## src/rtl/bc_ctrl_seq.sv

```systemverilog
// Control sequencer for the basic computer: an explicit fetch/decode/execute FSM.
// Memory accesses use a ready handshake, and the FSM drives bus select and one-cycle micro-op strobes.
//
// state | meaning
// F0    | AR <- PC
// F1    | read instruction; IR <- M[AR], PC++ when mem_ready
// DEC   | AR <- IR address field; latch opcode and dispatch
// IND   | indirect: AR <- M[AR] when mem_ready
// RD    | operand read: DR <- M[AR] when mem_ready
// EX1   | ALU op / ISZ increment / BUN jump / register-reference action
// EX2A  | BSA: AR++
// EX2B  | BSA: PC <- AR
// WR    | memory write (STA: AC, BSA: PC, ISZ: DR)
// HALT  | stopped until reset
module bc_ctrl_seq #(
    parameter int WIDTH  = 16,
    parameter int ADDR_W = WIDTH - 4
) (
    input  logic             clk,
    input  logic             rst_n,
    input  logic [WIDTH-1:0] ir,
    input  logic             dr_zero,
    input  logic             ac_sign,
    input  logic             ac_zero,
    input  logic             e_flag,
    input  logic             mem_ready,
    output logic             mem_rd,
    output logic             mem_wr,
    output logic [2:0]       bus_sel,
    output logic             ld_ar,
    output logic             inr_ar,
    output logic             ld_pc,
    output logic             inr_pc,
    output logic             ld_ir,
    output logic             ld_dr,
    output logic             inr_dr,
    output logic [2:0]       alu_op,
    output logic             clr_ac,
    output logic             clr_e,
    output logic             cmp_e,
    output logic             halted
);

    typedef enum logic [3:0] {
        S_F0, S_F1, S_DEC, S_IND, S_RD, S_EX1, S_EX2A, S_EX2B, S_WR, S_HALT
    } state_t;

    localparam logic [2:0] OP_AND = 3'd0, OP_ADD = 3'd1, OP_LDA = 3'd2, OP_STA = 3'd3,
                           OP_BUN = 3'd4, OP_BSA = 3'd5, OP_ISZ = 3'd6, OP_REG = 3'd7;

    localparam logic [2:0] BUS_NONE = 3'b000, BUS_PC = 3'b001, BUS_AR = 3'b010, BUS_DR = 3'b011,
                           BUS_IR = 3'b100, BUS_AC = 3'b101, BUS_MEM = 3'b110;

    localparam logic [2:0] ALU_NONE = 3'b000, ALU_AND = 3'b001, ALU_ADD = 3'b010, ALU_PASS = 3'b011,
                           ALU_CMA = 3'b100, ALU_CIR = 3'b101, ALU_CIL = 3'b110, ALU_INC = 3'b111;

    state_t     state_q, state_d;
    logic [2:0] op_q, op_d;
    logic       halted_q;
    logic [11:0] rr_bits;
    logic [2:0]  ir_op;

    // Register-reference field: the top 12 bits of the address field.
    assign rr_bits = ir[ADDR_W-1 -: 12];
    assign ir_op   = ir[WIDTH-2:WIDTH-4];

    function automatic state_t dispatch(input logic [2:0] op);
        case (op)
            OP_AND, OP_ADD, OP_LDA, OP_ISZ: dispatch = S_RD;
            OP_STA, OP_BSA:                 dispatch = S_WR;
            default:                        dispatch = S_EX1;
        endcase
    endfunction

    always_ff @(posedge clk or negedge rst_n) begin
        if (!rst_n) begin
            state_q  <= S_F0;
            op_q     <= OP_AND;
            halted_q <= 1'b0;
        end else begin
            state_q  <= state_d;
            op_q     <= op_d;
            halted_q <= (state_d == S_HALT);
        end
    end

    always_comb begin
        state_d = state_q;
        op_d    = op_q;
        mem_rd  = 1'b0;
        mem_wr  = 1'b0;
        bus_sel = BUS_NONE;
        ld_ar   = 1'b0;
        inr_ar  = 1'b0;
        ld_pc   = 1'b0;
        inr_pc  = 1'b0;
        ld_ir   = 1'b0;
        ld_dr   = 1'b0;
        inr_dr  = 1'b0;
        alu_op  = ALU_NONE;
        clr_ac  = 1'b0;
        clr_e   = 1'b0;
        cmp_e   = 1'b0;

        case (state_q)
            S_F0: begin
                bus_sel = BUS_PC;
                ld_ar   = 1'b1;
                state_d = S_F1;
            end
            S_F1: begin
                mem_rd  = 1'b1;
                bus_sel = BUS_MEM;
                if (mem_ready) begin
                    ld_ir   = 1'b1;
                    inr_pc  = 1'b1;
                    state_d = S_DEC;
                end
            end
            S_DEC: begin
                bus_sel = BUS_IR;
                ld_ar   = 1'b1;
                op_d    = ir_op;
                if (ir_op == OP_REG)  state_d = S_EX1;
                else if (ir[WIDTH-1]) state_d = S_IND;
                else                  state_d = dispatch(ir_op);
            end
            S_IND: begin
                mem_rd  = 1'b1;
                bus_sel = BUS_MEM;
                if (mem_ready) begin
                    ld_ar   = 1'b1;
                    state_d = dispatch(op_q);
                end
            end
            S_RD: begin
                mem_rd  = 1'b1;
                bus_sel = BUS_MEM;
                if (mem_ready) begin
                    ld_dr   = 1'b1;
                    state_d = S_EX1;
                end
            end
            S_EX1: begin
                state_d = S_F0;
                case (op_q)
                    OP_AND: alu_op = ALU_AND;
                    OP_ADD: alu_op = ALU_ADD;
                    OP_LDA: alu_op = ALU_PASS;
                    OP_ISZ: begin
                        inr_dr  = 1'b1;
                        state_d = S_WR;
                    end
                    OP_BUN: begin
                        bus_sel = BUS_AR;
                        ld_pc   = 1'b1;
                    end
                    OP_REG: begin
                        // Only the highest set bit acts.
                        if      (rr_bits[11]) clr_ac = 1'b1;
                        else if (rr_bits[10]) clr_e  = 1'b1;
                        else if (rr_bits[9])  alu_op = ALU_CMA;
                        else if (rr_bits[8])  cmp_e  = 1'b1;
                        else if (rr_bits[7])  alu_op = ALU_CIR;
                        else if (rr_bits[6])  alu_op = ALU_CIL;
                        else if (rr_bits[5])  alu_op = ALU_INC;
                        else if (rr_bits[4])  inr_pc = !ac_sign && !ac_zero;
                        else if (rr_bits[3])  inr_pc = ac_sign;
                        else if (rr_bits[2])  inr_pc = ac_zero;
                        else if (rr_bits[1])  inr_pc = !e_flag;
                        else if (rr_bits[0])  state_d = S_HALT;
                    end
                    default: ;
                endcase
            end
            S_EX2A: begin
                inr_ar  = 1'b1;
                state_d = S_EX2B;
            end
            S_EX2B: begin
                bus_sel = BUS_AR;
                ld_pc   = 1'b1;
                state_d = S_F0;
            end
            S_WR: begin
                mem_wr = 1'b1;
                if (op_q == OP_ISZ)      bus_sel = BUS_DR;
                else if (op_q == OP_BSA) bus_sel = BUS_PC;
                else                     bus_sel = BUS_AC;
                if (mem_ready) begin
                    inr_pc  = (op_q == OP_ISZ) && dr_zero;
                    state_d = (op_q == OP_BSA) ? S_EX2A : S_F0;
                end
            end
            S_HALT: ;
            default: state_d = S_F0;
        endcase

        // Strobes are combinational, so they must be forced quiet while reset is held.
        if (!rst_n) begin
            mem_rd  = 1'b0;
            mem_wr  = 1'b0;
            bus_sel = BUS_NONE;
            ld_ar   = 1'b0;
            inr_ar  = 1'b0;
            ld_pc   = 1'b0;
            inr_pc  = 1'b0;
            ld_ir   = 1'b0;
            ld_dr   = 1'b0;
            inr_dr  = 1'b0;
            alu_op  = ALU_NONE;
            clr_ac  = 1'b0;
            clr_e   = 1'b0;
            cmp_e   = 1'b0;
        end
    end

    assign halted = halted_q;

endmodule

```

## config.mk

```make
export PLATFORM = sky130hd
export DESIGN_NAME = bc_ctrl_seq
export DESIGN_NICKNAME = d
export VERILOG_FILES = /design/src/rtl/bc_ctrl_seq.sv
export SDC_FILE = /design/constraint.sdc
export NUM_CORES = 1
export LEC_CHECK = 0
export CAP_MARGIN = 30
export CORE_UTILIZATION = 25
export CTS_BUF_LIST = sky130_fd_sc_hd__clkbuf_2 sky130_fd_sc_hd__clkbuf_4 sky130_fd_sc_hd__clkbuf_8
export DETAILED_ROUTE_END_ITERATION = 12
export MAX_ROUTING_LAYER = met4
export PLACE_DENSITY = 0.53
export SKIP_CTS_REPAIR_TIMING = 1
export SYNTH_ARGS = -nofsm -noshare
export SYNTH_HDL_FRONTEND = slang
export SYNTH_SLANG_ARGS = --single-unit
```

## constraint.sdc

```tcl
create_clock -name clk -period 2.21 [get_ports clk]
set_clock_uncertainty 0.15 [all_clocks]
set_input_delay 0.3315 -clock clk [delete_from_list [all_inputs] [get_ports clk]]
set_output_delay 0.3315 -clock clk [all_outputs]
set_load 0.01 [all_outputs]
```

==> flow_summary.json, run 1 <==
{
  "status": "completed",
  "root_buffer": "clkbuf_8",
  "power_density_nw_per_um2": 970,
  "clkSlewWorstSetupHoldPaths_ps": 40,
  "netSwitchingFraction_pct": 44.9,
  "synthArstFlopShare_pct": 100,
  "drt-total-wl_mm": 3.66,
  "clkPwrFrac_pct": 9.8,
  "hold_class": "input port to async pin",
  "power_switching_mw": 0.809,
  "comb_power_share_pct": 73.8,
  "start_util_pct": 26.3,
  "reg2reg_setup_slack_ps": 350,
  "fin_cells": 260,
  "yosysTopAreaCell": "dfrtp_1",
  "power.internal_mw": 0.994,
  "path_delay_family": "simple AND/OR/NAND/NOR gates",
  "critPathSlowestCell": "or4_4",
  "ys_seq_area_share_pct": 18.7,
  "reg2reg_to": "op_q[0]",
  "die-area_um2": 4540,
  "grt_pass1_wl_mm": 5.87,
  "reg2regPathDepth": 4,
  "viasPerCell": 5.10,
  "synth-seq-cells": 8,
  "worst_pin_slew_ps": 492,
  "wl_per_cell_um": 14.1,
  "nets": 235,
  "antennaDiodeCount": 0,
  "vias": 1326,
  "tns_ps": 0,
  "ioPinCount": 42,
  "finalWeightedCongestion": 0.785,
  "cp_max_fo": 2,
  "yosysWarnings": 0,
  "synth_area_um2": 1070,
  "die_x_um": 67.4,
  "ys_top_cells_by_count": "nor2_1, o21ai_0, nand2_1",
  "crit_chain": "clkbuf_2, or4_4, nor4_4, nand4_1, a21oi_2, buf_2",
  "yosysTopAreaCellShare_pct": 18.7,
  "synth.most_common_cell": "nor2_1",
  "dpl.cell_count": 255,
  "dr.pass1.iters": 4,
  "crit_type": "input port to output port",
  "hold_ws_ps": 308,
  "required_ps": 1730,
  "worst-path-buf-inv": 2,
  "core_um2": 4060,
  "cts_buffer_depth": 2,
  "track_usage_pct": 17.5,
  "start_kind": "input port",
  "p_leak_nw": 1.03,
  "ys_types": 55,
  "syn_to_final_growth_pct": 74.0,
  "overflow": 0,
  "grt_max_degree": 18,
  "synth_flop_cell": "dfrtp_1",
  "htreeDepth": 1,
  "finalHoldViolCount": 0,
  "fin_crit_ps": 2170,
  "setup_viol": 0,
  "synthesis.nets": 165,
  "ir_drop_mv": 0.406,
  "cts_tree": "done",
  "drive_gt1_share_pct": 34.3,
  "slew_violations": 0,
  "syn_inst": 142,
  "drt-initial-drc-count": 61,
  "worstPathArrival_ps": 1690,
  "rsz0062_at_grt": "yes",
  "portBuffers": 41,
  "drc_errors": 0,
  "antenna_found_initial": 0,
  "cap_viol_max_count": 0,
  "end_kind": "output port",
  "synth_edf_count": 0,
  "antenna_left": 0,
  "power_frac_seq_pct": 16.4,
  "insertion_delay_ps": 230,
  "slew_headroom_pct": 67.1,
  "fmax_mhz": 461,
  "grt_pass1_vias": 1258,
  "cts_made_buffers": 3,
  "cts.sinks": 8,
  "hpwl_mm": 2.87,
  "synth_area_leaders": "dfrtp_1, nor2_1, o21ai_0",
  "max_stage_delay_ps": 550,
  "reg2reg_from": "state_q[3]",
  "chipHeight_um": 67.4,
  "fin_crit_sh_pct": 98.2,
  "num_rows": 23,
  "syn_area_per_cell_um2": 7.52
}
worst reg2reg max path, cell delays in order (launching register included):
cell      delay, ps
dfrtp_1         410
buf_4           200
nand2b_1        200
nor3_2          400
mux2_2          390
logic make-up after synthesis:
family | Yosys count | share of synthesized area (%)
buffers and inverters | 19 | 9.48
multiplexers | 2 | 2.11
flip-flops | 8 | 18.7
AO/OA/AOI/OAI | 40 | 25.4
AND/OR/NAND/NOR | 68 | 40.2
XOR/XNOR | 5 | 4.10
area by class of cell:
| cell class | instances | area, um^2 |
|---|---|---|
| fillers | 413 | 2200 |
| multi-input cells | 115 | 828 |
| repair buffers | 76 | 694 |
| flip-flops and latches | 8 | 203 |
| well taps | 50 | 62.6 |
| clock buffers | 3 | 41.3 |
| inverters | 8 | 30.0 |
layer usage:
layer | vias to the layer above | global-route usage, % | part of all wire [%]
li1 | 666 | - | -
met1 | 618 | 23.6 | 46
met2 | 38 | 27.1 | 48
met3 | 4 | 2.87 | 5.0
met4 | 0 | 4.26 | 0.82
met5 | - | - | 0
worst max path at each step:
| stage | startpoint | endpoint | slack [ps] | cells past startpoint |
|---|---|---|---|---|
| final | ir[7] | inr_pc | 40 | 6 |
| after global routing | state_q[0] | inr_pc | -40 | 5 |
| after CTS | ir[5] | inr_pc | -730 | 6 |
| after detailed placement | ir[5] | inr_pc | -720 | 6 |
| after global placement | ir[9] | alu_op[1] | -610 | 6 |
| after floorplan | ir[9] | alu_op[1] | 320 | 4 |
flip-flops by register name, indices dropped and copies added, names as in the netlist:
signal / count
halted: 1
op_q: 3
state_q: 4
through the flow:
step / cell area, um^2 / worst slack, ps / power, mW / util, %
floorplan: 1070 / 324 / 1.03 / -
global placement: 1720 / -615 / 1.52 / 42.3
detailed placement: 1720 / -717 / 1.55 / 42.3
CTS: 1760 / -726 / 1.74 / 43.4
global route: 1860 / -43.7 / 1.96 / 45.8
finish: 1860 / 39.4 / 1.80 / 45.8
cells in the final DEF (no fill, tap or decap), types with 3 or more instances in the layout:
| cell | Yosys | layout |
|---|---|---|
| a21oi_1 | 8 | 7 |
| buf_4 | 0 | 34 |
| clkbuf_2 | 0 | 4 |
| clkbuf_8 | 0 | 3 |
| clkdlybuf4s50_1 | 0 | 16 |
| dfrtp_1 | 8 | 6 |
| dlymetal6s2s_1 | 0 | 19 |
| inv_1 | 8 | 8 |
| nand2_1 | 9 | 9 |
| nand2b_1 | 3 | 3 |
| nand3_1 | 3 | 3 |
| nor2_1 | 15 | 14 |
| nor3_1 | 6 | 5 |
| nor3_2 | 2 | 3 |
| o21ai_0 | 10 | 9 |
| xor2_1 | 3 | 3 |
power groups by stage:
stage	Sequential (mW)	Clock, mW	Combinational [mW]
after floorplan	0.253	0	0.779
after global placement	0.294	0	1.23
after detailed placement	0.294	0	1.26
after CTS	0.292	0.183	1.26
after global routing	0.311	0.187	1.46
final	0.295	0.177	1.33
(Power assumes the default switching activity.)
==> inputs of run 2 (changes only) <==
SKIP_LAST_GASP = 1   (was unset)
==> flow_summary.json, run 2 (same netlist as run 1, synthesis figures left out) <==
{
  "fin_ws_ps": -256,
  "status": "finished, violations left",
  "grt_pass1_vias": 1258,
  "cts_tree": "done",
  "cts.sinks": 8,
  "hold_class": "input port to async pin",
  "max_stage_delay_ps": 510,
  "fin_crit_sh_pct": 112,
  "setup_viol": 1,
  "reg2reg_from": "state_q[3]",
  "fin_crit_ps": 2470,
  "rsz0062_at_grt": "yes",
  "grt_max_degree": 18,
  "power_density_nw_per_um2": 961,
  "cts_buffer_depth": 2,
  "final_util_pct": 45.8,
  "antennaDiodeCount": 0,
  "track_usage_pct": 17.5,
  "cap_viol_max_count": 0,
  "final_common_cell": "buf_4",
  "fmax_mhz": 406,
  "dr.pass1.iters": 4,
  "top_register": "state_q",
  "hold_ws_ps": 320,
  "insertion_delay_ps": 230,
  "cts_made_buffers": 3,
  "worstPathArrival_ps": 1980,
  "root_buffer": "clkbuf_8",
  "vias": 1320,
  "portBuffers": 41,
  "path_delay_family": "simple AND/OR/NAND/NOR gates",
  "crit_type": "input port to output port",
  "overflow": 0,
  "hpwl_mm": 2.87,
  "ioPinCount": 42,
  "die-area_um2": 4540,
  "largest_reg_flops": 4,
  "core_um2": 4060,
  "cp_max_fo": 2,
  "mostFrequentLayoutCells": "buf_4, dlymetal6s2s_1, clkdlybuf4s50_1",
  "required_ps": 1730,
  "slew_headroom_pct": 67.1,
  "die_x_um": 67.4,
  "syn_to_final_growth_pct": 74.0,
  "chipHeight_um": 67.4,
  "p_leak_nw": 1.03,
  "fillers": 407,
  "violations": "negative setup slack",
  "worst-path-stages": 6,
  "nets": 235,
  "worst-path-buf-inv": 2,
  "drc_errors": 0,
  "finalWeightedCongestion": 0.785,
  "antenna_found_initial": 0,
  "drive_gt1_share_pct": 31.9,
  "viasPerCell": 5.08,
  "htreeDepth": 1,
  "clkSlewWorstSetupHoldPaths_ps": 40,
  "slew_violations": 0,
  "finalHoldViolCount": 0,
  "crit_chain": "clkdlybuf4s50_1, or4_4, nor4_4, nand4_1, a21oi_2, buf_2",
  "antenna_left": 0,
  "num_rows": 23,
  "worst_pin_slew_ps": 492,
  "p_total_mw": 1.79,
  "startpoint": "ir[5]",
  "reg2regPathDepth": 4,
  "grt_pass1_wl_mm": 5.87,
  "drt-total-wl_mm": 3.66,
  "drt-initial-drc-count": 82,
  "tns_ps": -256,
  "critPathSlowestCell": "or4_4",
  "start_kind": "input port",
  "wl_per_cell_um": 14.1,
  "end_kind": "output port",
  "ir_drop_mv": 0.405,
  "start_util_pct": 26.3
}
-- run 2: cell count changes in the layout (fill, tap and decap cells not counted) --
cell,delta
and3b_1,+1
and3b_2,-1
clkbuf_2,-2
clkdlybuf4s50_1,+2
dfrtp_1,+1
dfrtp_2,-1
nand4bb_1,+1
nand4bb_2,-1
or3b_2,+1
or3b_4,-1
-- run 2: worst paths after layout --
check                                   to  slack, ps
worst min register to register  state_q[3]        560
worst min-delay path               op_q[0]        320
max in group asynchronous       state_q[0]       1310
worst max-delay path                inr_pc       -260
min in group clk                state_q[3]        560
worst max register to register     op_q[0]        350
-- run 2: per-stage QoR --
stage	setup WS, ps	cells	area, um^2
finish	-256	260	1860
global route	-344	260	1860
CTS	-726	258	1760
detailed placement	-717	255	1720
global placement	-615	255	1720
floorplan	324	142	1070
-- run 2: where the power goes --
group          switching [mW]  internal [mW]
sequential             0.0760          0.216
clock                  0.0592          0.118
combinational           0.669          0.649
-- run 2: metal layers --
metal | vias up | share of wire, % | track usage (%)
met2 | 36 | 48 | 27.1
met1 | 614 | 47 | 23.6
met5 | - | 0 | -
met3 | 4 | 4.3 | 2.87
li1 | 666 | - | -
met4 | 0 | 0.82 | 4.26
-- run 2: cell type report --
cell class	count	area [um^2]	share of cell area (%)
tap	50	62.6	3.36
timing repair buffer	76	704	37.9
sequential	8	201	10.8
clock buffer	3	41.3	2.22
inverter	8	30.0	1.62
multi-input combinational	115	820	44.1
